`src/rtl/clint_mh.sv`:
```
// Core-local interruptor for NHART harts: prescaled 64-bit mtime, per-hart mtimecmp/msip,
// AXI4-lite slave with single-outstanding read and write channels.
module clint_mh #(
  parameter int NHART    = 1,
  parameter int PRESCALE = 1
) (
  input  logic             clock,
  input  logic             reset,
  input  logic             arvalid_i,
  output logic             arready_o,
  input  logic [31:0]      araddr_i,
  output logic             rvalid_o,
  input  logic             rready_i,
  output logic [31:0]      rdata_o,
  output logic [1:0]       rresp_o,
  input  logic             awvalid_i,
  output logic             awready_o,
  input  logic [31:0]      awaddr_i,
  input  logic             wvalid_i,
  output logic             wready_o,
  input  logic [31:0]      wdata_i,
  input  logic [3:0]       wstrb_i,
  output logic             bvalid_o,
  input  logic             bready_i,
  output logic [1:0]       bresp_o,
  output logic [NHART-1:0] msip_o,
  output logic [NHART-1:0] mtip_o
);

  localparam int            PW     = (PRESCALE > 1) ? $clog2(PRESCALE) : 1;
  localparam logic [PW-1:0] P_LAST = PW'(PRESCALE - 1);
  localparam logic [1:0]    OKAY   = 2'b00;
  localparam logic [1:0]    SLVERR = 2'b10;

  typedef enum logic { R_IDLE, R_RESP } r_state_t;
  typedef enum logic { W_IDLE, W_RESP } w_state_t;

  r_state_t         r_state_reg;
  w_state_t         w_state_reg;
  logic [PW-1:0]    presc_reg;
  logic [63:0]      mtime_reg;
  logic [63:0]      mtime_next;
  logic [63:0]      mtimecmp_reg  [NHART];
  logic [63:0]      mtimecmp_next [NHART];
  logic [NHART-1:0] msip_reg;
  logic [NHART-1:0] msip_next;
  logic [NHART-1:0] mtip_reg;
  logic [31:0]      rdata_reg;
  logic [1:0]       rresp_reg;
  logic [1:0]       bresp_reg;

  logic             tick;
  logic             wr_fire;
  logic [15:0]      rd_addr;
  logic [15:0]      wr_addr;
  logic             rd_ok;
  logic [31:0]      rd_word;
  logic             wr_ok;
  logic             wr_mtime_lo;
  logic             wr_mtime_hi;
  logic [NHART-1:0] wr_msip_sel;
  logic [NHART-1:0] wr_cmp_lo_sel;
  logic [NHART-1:0] wr_cmp_hi_sel;
  logic             unused_addr_bits;

  function automatic logic [31:0] byte_merge(input logic [31:0] old_word,
                                             input logic [31:0] new_word,
                                             input logic [3:0]  strb);
    logic [31:0] res;
    for (int b = 0; b < 4; b++) begin
      res[8*b +: 8] = strb[b] ? new_word[8*b +: 8] : old_word[8*b +: 8];
    end
    return res;
  endfunction

  assign rd_addr          = araddr_i[15:0];
  assign wr_addr          = awaddr_i[15:0];
  assign unused_addr_bits = ^{araddr_i[31:16], awaddr_i[31:16]};

  assign tick      = (presc_reg == P_LAST);
  assign arready_o = (r_state_reg == R_IDLE);
  assign rvalid_o  = (r_state_reg == R_RESP);
  assign bvalid_o  = (w_state_reg == W_RESP);
  // AW and W are only ever accepted together, so one handshake term covers both.
  assign awready_o = awvalid_i && wvalid_i && (w_state_reg == W_IDLE);
  assign wready_o  = awready_o;
  assign wr_fire   = awready_o;

  assign rdata_o = rdata_reg;
  assign rresp_o = rresp_reg;
  assign bresp_o = bresp_reg;
  assign msip_o  = msip_reg;
  assign mtip_o  = mtip_reg;

  always_comb begin
    rd_ok   = 1'b0;
    rd_word = '0;
    if (rd_addr == 16'hBFF8) begin
      rd_ok   = 1'b1;
      rd_word = mtime_reg[31:0];
    end
    if (rd_addr == 16'hBFFC) begin
      rd_ok   = 1'b1;
      rd_word = mtime_reg[63:32];
    end
    for (int h = 0; h < NHART; h++) begin
      if (rd_addr == 16'(4 * h)) begin
        rd_ok   = 1'b1;
        rd_word = {31'b0, msip_reg[h]};
      end
      if (rd_addr == 16'(32'h4000 + 8 * h)) begin
        rd_ok   = 1'b1;
        rd_word = mtimecmp_reg[h][31:0];
      end
      if (rd_addr == 16'(32'h4004 + 8 * h)) begin
        rd_ok   = 1'b1;
        rd_word = mtimecmp_reg[h][63:32];
      end
    end
  end

  for (genvar gi = 0; gi < NHART; gi++) begin : g_hart
    localparam logic [15:0] MSIP_A = 16'(4 * gi);
    localparam logic [15:0] CMP_A  = 16'(32'h4000 + 8 * gi);

    assign wr_msip_sel[gi]   = wr_fire && (wr_addr == MSIP_A);
    assign wr_cmp_lo_sel[gi] = wr_fire && (wr_addr == CMP_A);
    assign wr_cmp_hi_sel[gi] = wr_fire && (wr_addr == CMP_A + 16'd4);

    // Only byte lane 0 can touch the single implemented msip bit.
    assign msip_next[gi] = (wr_msip_sel[gi] && wstrb_i[0]) ? wdata_i[0] : msip_reg[gi];

    assign mtimecmp_next[gi] =
        wr_cmp_lo_sel[gi] ? {mtimecmp_reg[gi][63:32],
                             byte_merge(mtimecmp_reg[gi][31:0], wdata_i, wstrb_i)} :
        wr_cmp_hi_sel[gi] ? {byte_merge(mtimecmp_reg[gi][63:32], wdata_i, wstrb_i),
                             mtimecmp_reg[gi][31:0]} :
                            mtimecmp_reg[gi];
  end

  assign wr_mtime_lo = wr_fire && (wr_addr == 16'hBFF8);
  assign wr_mtime_hi = wr_fire && (wr_addr == 16'hBFFC);
  assign wr_ok       = (|wr_msip_sel) || (|wr_cmp_lo_sel) || (|wr_cmp_hi_sel) ||
                       wr_mtime_lo || wr_mtime_hi;

  // A software write to either half overrides that cycle's tick, so no carry crosses words.
  always_comb begin
    mtime_next = tick ? mtime_reg + 64'd1 : mtime_reg;
    if (wr_mtime_lo) begin
      mtime_next = {mtime_reg[63:32], byte_merge(mtime_reg[31:0], wdata_i, wstrb_i)};
    end else if (wr_mtime_hi) begin
      mtime_next = {byte_merge(mtime_reg[63:32], wdata_i, wstrb_i), mtime_reg[31:0]};
    end
  end

  always_ff @(posedge clock) begin
    if (reset) begin
      presc_reg   <= '0;
      mtime_reg   <= '0;
      msip_reg    <= '0;
      mtip_reg    <= '0;
      r_state_reg <= R_IDLE;
      w_state_reg <= W_IDLE;
      rdata_reg   <= '0;
      rresp_reg   <= OKAY;
      bresp_reg   <= OKAY;
      for (int h = 0; h < NHART; h++) begin
        mtimecmp_reg[h] <= '1;
      end
    end else begin
      presc_reg <= tick ? '0 : presc_reg + 1'b1;
      mtime_reg <= mtime_next;
      msip_reg  <= msip_next;
      for (int h = 0; h < NHART; h++) begin
        mtimecmp_reg[h] <= mtimecmp_next[h];
        mtip_reg[h]     <= (mtime_next >= mtimecmp_next[h]);
      end

      // Read snapshot uses pre-write register values, so a same-cycle write is not visible.
      if (r_state_reg == R_IDLE) begin
        if (arvalid_i) begin
          rdata_reg   <= rd_word;
          rresp_reg   <= rd_ok ? OKAY : SLVERR;
          r_state_reg <= R_RESP;
        end
      end else if (rready_i) begin
        r_state_reg <= R_IDLE;
      end

      if (w_state_reg == W_IDLE) begin
        if (wr_fire) begin
          bresp_reg   <= wr_ok ? OKAY : SLVERR;
          w_state_reg <= W_RESP;
        end
      end else if (bready_i) begin
        w_state_reg <= W_IDLE;
      end
    end
  end

endmodule
```
`config.mk`:
```
export PLATFORM = sky130hd
export DESIGN_NAME = clint_mh
export DESIGN_NICKNAME = d
export VERILOG_FILES = /design/src/rtl/clint_mh.sv
export SDC_FILE = /design/constraint.sdc
export NUM_CORES = 1
export LEC_CHECK = 0
export CORE_MARGIN = 1
export CORE_UTILIZATION = 56
export DETAILED_ROUTE_END_ITERATION = 10
export PLACE_DENSITY_LB_ADDON = 0.2
export RECOVER_POWER = 100
export SLEW_MARGIN = 20
export SYNTH_ARGS = -nofsm -noshare
export SYNTH_HDL_FRONTEND = slang
export SYNTH_SLANG_ARGS = --single-unit
```
`constraint.sdc`:
```
create_clock -name clock -period 4.4 [get_ports clock]
set_clock_uncertainty 0.1 [all_clocks]
set_input_delay 0.44 -clock clock [delete_from_list [all_inputs] [get_ports clock]]
set_output_delay 0.44 -clock clock [all_outputs]
set_load 0.01 [all_outputs]
```
; ---- Word level (Yosys, flattened, before mapping)
; Memory sizes are Yosys's and may differ from the RTL's.
; Index checks and enable logic that the tools add are counted.
[totals]
word_cells = 86
ramBits = 64
ff_bits = 105
memories = 1
in_bits = 107
[memory_table]
columns = name, depth, word_bits, read_ports, rd_clocked_by_memory_dff, wr, line_no
row1 = mtimecmp_reg, 1, 64, 1, 0, 1, 43  ; logic [63:0] mtimecmp_reg [NHART];
[classes]
eq_ne = 8
add_sub_neg = 2
n_reduce_logical = 18
bitwise = 3
mux = 44
magnitude_cmp = 1
[op_table]
columns = operator, n
row1 = 2-to-1 mux 64 bit, 6
row2 = 2-to-1 mux 32 bit, 5
row3 = 2-to-1 mux 8 bit, 16
row4 = adder 64 x 1 -> 64 bit (second input constant), 1
row5 = equality test 16 x 15 -> 1 bit (second input constant), 4
row6 = equality test 16 bit (second input constant), 4
row7 = greater-or-equal comparator 64 bit, 1
row8 = OR reduction 64 bit, 1
row9 = zero test 16 bit, 2
row10 = 2-to-1 mux 1 bit, 15
row11 = logical AND 1 bit, 8
row12 = logical OR 1 bit, 4
row13 = 2-to-1 mux 2 bit, 2
row14 = AND reduction 2 bit, 2
row15 = inverter 1 bit, 3
row16 = OR reduction 2 bit, 1
row17 = adder 1 bit (second input constant), 1

; ---- Longest topological paths before layout
; Gate-level depths: netlist of the first run.
[depth]
ltp_word = 8
mapped_depth = 16

; ---- Worst setup path after synthesis of the first run
; No wires, ideal clock.
[synth_timing]
kind = input-to-reg
startpoint = input awaddr_i[14]
endpoint = register mtip_reg (netlist: mtip_o)
path_buffers = 2
t_arrival_ps = 3650
path_stages = 14
setup_ps = 123
slack_ps = 527
cell_sequence = nand4b_1 -> or4_1 -> buf_2 -> nor2_2 -> buf_2 -> nor3_1 -> a221oi_1 -> ha_1 -> nand2b_1 -> a2111oi_0 -> o32ai_1 -> or4_1 -> a211oi_1 -> o41ai_1
[synth_via]
elab_chain_cells = 5
elab_cells_between_ends = 13
cone_classes = 1 x order compare / 4 x eq/ne / 4 x mux / 4 x reduce/logical
[synth_lines]
columns = item, line_no
row1 = "start, declared", 18  ; input logic [31:0] awaddr_i,
row2 = equality test 16 bit / equality test 16 x 15 -> 1 bit (equally long branches), "142, 128"
row3 = logical AND 1 bit (on tied branches), "142, 128"
row4 = 2-to-1 mux 64 bit (on tied branches), "151, 136"
row5 = 2-to-1 mux 64 bit (on tied branches), "149, 134"
row6 = greater-or-equal comparator 64 bit (*), 176  ; mtip_reg[h] <= (mtime_next >= mtimecmp_next[h]);
row7 = "end signal, assigned by index", 176
row8 = "end, declared", 47  ; logic [NHART-1:0] mtip_reg;
; Mark *: on every way between the ends. The rest lies on a longest branch, timed or not.
; A chain may end at the register's enable or synchronous reset.

==> results of run 1 <==
per-layer routing:
metal,GRT usage,wire [µm]
met1,0.547,16300
met2,0.652,17600
met3,0.0939,4530
met4,0.204,1930
met5,0,0
cell usage in the layout (no fill, tap or decap), drive strengths merged, types with 43 or more instances in the layout:
cell type        n
a21oi           55
buf            113
clkbuf          50
clkdlybuf4s50   70
dfxtp          167
dlygate4sd3     43
ha              65
mux2i           69
nand2          148
nand2b          65
nand3           53
nor2           104
nor3            74
final timing paths:
check / startpoint / to / slack [ps] / cells past startpoint
max: wvalid_i / mtip_o / 200 / 16
min: bresp_o[1] / bresp_o[1] / 360 / 2
max reg2reg: mtime_reg[0] / mtip_o / 220 / 18
min reg2reg: bresp_o[1] / bresp_o[1] / 360 / 2
power by group through the flow:
stage                     clock network (mW)  registers (mW)  logic, mW
after detailed placement                   0            1.57      0.285
after global placement                     0            1.57      0.282
after global routing                    1.66            1.54      0.299
after floorplan                            0            1.58      0.106
final                                   1.60            1.54      0.284
after CTS                               1.60            1.54      0.286
worst min-delay path: stages, from the launching register on:
cell and delay, ps:
dfxtp_1 310, nand2_1 50, a21oi_1 50
through the flow:
step / utilization / std cells / hold WS, ps
final: 0.732 / 1750 / 355
after floorplan: - / 1301 / 376
after global placement: 0.705 / 1720 / 339
after detailed placement: 0.705 / 1720 / 353
after global routing: 0.732 / 1750 / 378
after CTS: 0.738 / 1750 / 359
cell type report:
type | instances | area, µm²
Clock buffer | 19 | 433
Clock inverter | 11 | 174
Fill cell | 1498 | 4880
Inverter | 19 | 71.3
Multi-Input combinational cell | 1048 | 6880
Sequential cell | 167 | 3340
Tap cell | 229 | 287
Timing Repair Buffer | 257 | 2140
cells by family after synthesis:
kind of cell	share of synthesized area
AND/OR/NAND/NOR	0.306
AO/OA/AOI/OAI	0.192
flip-flops	0.316
buffers and inverters	0.0334
multiplexers	0.0739
adder cells (fa/ha/maj)	0.0770
other	0.000355
XOR/XNOR	0.000829
==> results.sh, run 1 <==
export IMPL_outcome="finished with violations"
export IMPL_violations="capacitance limit, slew limit"
export IMPL_io_pins=150
export IMPL_clkLatencyLatePin_ps=440
export IMPL_htree_levels=4
export IMPL_cts_tree="done"
export IMPL_hold_buffers=0
export IMPL_clkSinkCount=167
export IMPL_dp_slack_ps=-161
export IMPL_cp_end_kind="flop"
export IMPL_wl_um=40400
export IMPL_synth_common_cells="dfxtp_1, nand2_1, nor2_1, nor3_1, mux2i_1"
export IMPL_p_seq_frac=0.449
export IMPL_synth_edf_count=0
export IMPL_crit_slowest_cell="or4_1"
export IMPL_routabilityCongestion=1.03
export IMPL_p_clk_frac=0.468
export IMPL_final_hold_violation_count=0
export IMPL_finalCriticalPeriod_ps=4200
export IMPL_cp_cell_sequence="clkdlybuf4s50_1 > nand3b_1 > clkbuf_1 > inv_1 > nand3_1 > nor4_1 > nand2_1 > mux2_1 > ha_1 > nand2b_1 > a2111oi_0 > buf_4 > o32ai_1 > or4_1 > a211oi_1 > o41ai_1"
export IMPL_ir_drop_uv=250
export IMPL_maxCapViolations=1
export IMPL_syn2layout_area_growth_pct=26.1
export IMPL_viasPerCell=6.76
export IMPL_required_ps=4620
export IMPL_drcViolationCount=0
export IMPL_fin_ws_ps=196
export IMPL_crit_arrival_ps=4430
export IMPL_synthTopCellsByArea="dfxtp_1, ha_1, mux2i_1"
export IMPL_antenna_found_initial=0
export IMPL_synth_cell_types=75
export IMPL_post_cts_buffers=0
export IMPL_path_buf_inv=4
export IMPL_track_usage=0.419
export IMPL_synth_ff_type="dfxtp_1"
export IMPL_dieHeight_um=139
export IMPL_rsz0062_at_grt="false"
export IMPL_drt_iter0_markers=1257
export IMPL_tns_ps=0
export IMPL_overflow=0
export IMPL_seq_area_frac_synth=0.316
export IMPL_switchingPower_uw=815
export IMPL_syn_area_um2=10600
export IMPL_internal_power_mw=2.61
export IMPL_start_util=0.580
export IMPL_power_frac_comb=0.083
export IMPL_power_mw=3.43
export IMPL_tightest_slew_ps=1530
export IMPL_hold_class="reg -> reg"
export IMPL_power_leakage_nw=5.55
export IMPL_switching_share=0.238
export IMPL_synth_most_common_cell="dfxtp_1"
export IMPL_avgSynthCellArea_um2=8.13
export IMPL_numCtsBuffers=17
export IMPL_start_kind="primary input"
export IMPL_grt_pass1_wl_um=62800
export IMPL_max_freq_ghz=0.238
export IMPL_grt_start_max_net_pins=75
export IMPL_grt_pass1_vias=11300
export IMPL_setup_viol=0
export IMPL_final_cell_area_um2=13300
export IMPL_cts_root_buf="clkbuf_16"
export IMPL_netlist_instances=1299
export IMPL_crit_path_max_fanout=5
export IMPL_slowest_delay_ps=490
export IMPL_fin_nets=1682
export IMPL_period_share=0.955
export IMPL_dr_pass1_iters=7
export IMPL_ys_ff_latch=167
export IMPL_relSlewSlack=-0.0224
export IMPL_dieArea_um2=19400
export IMPL_clock_path_buffers=2
export IMPL_hpwlAfterDp_um=30000
export IMPL_die_x_um=139
export IMPL_critPathKind="in -> reg"
export IMPL_fp_row_count=49
export IMPL_synth_area_leader_cell="dfxtp_1"
export IMPL_cp_top_family="simple AND/OR/NAND/NOR gates"
export IMPL_wire_per_inst_um=23.1
export IMPL_placed_cell_area_um2=12800
export IMPL_yosysTopAreaCellShare=0.316
export IMPL_async_flop_share=0
export IMPL_p_per_area_nw_per_um2=257
export IMPL_num_vias=11800
export IMPL_final_antenna_net_count=0
export IMPL_port_buffers=115
export IMPL_drive_above_1_share=0.115
export IMPL_antennaDiodeCount=0
export IMPL_yosys_warnings=0
export IMPL_cts_resized=0
export IMPL_core_area_um2=18200
export IMPL_cts_clk_slew_worst_paths_ps=70
export IMPL_maxSlewViolCount=66
No activity file was read; power rests on OpenSTA's default activity.
==> inputs of run 2 (changes only) <==
--- a/config.mk
+++ b/config.mk
@@ -7,6 +7,7 @@
 export LEC_CHECK = 0
 export CORE_MARGIN = 1
 export CORE_UTILIZATION = 56
+export CTS_CLUSTER_SIZE = 25
 export DETAILED_ROUTE_END_ITERATION = 10
 export PLACE_DENSITY_LB_ADDON = 0.2
 export RECOVER_POWER = 100
==> results of run 2 <==
Same layout as run 1: the final DEF is identical, and so are final timing and power.
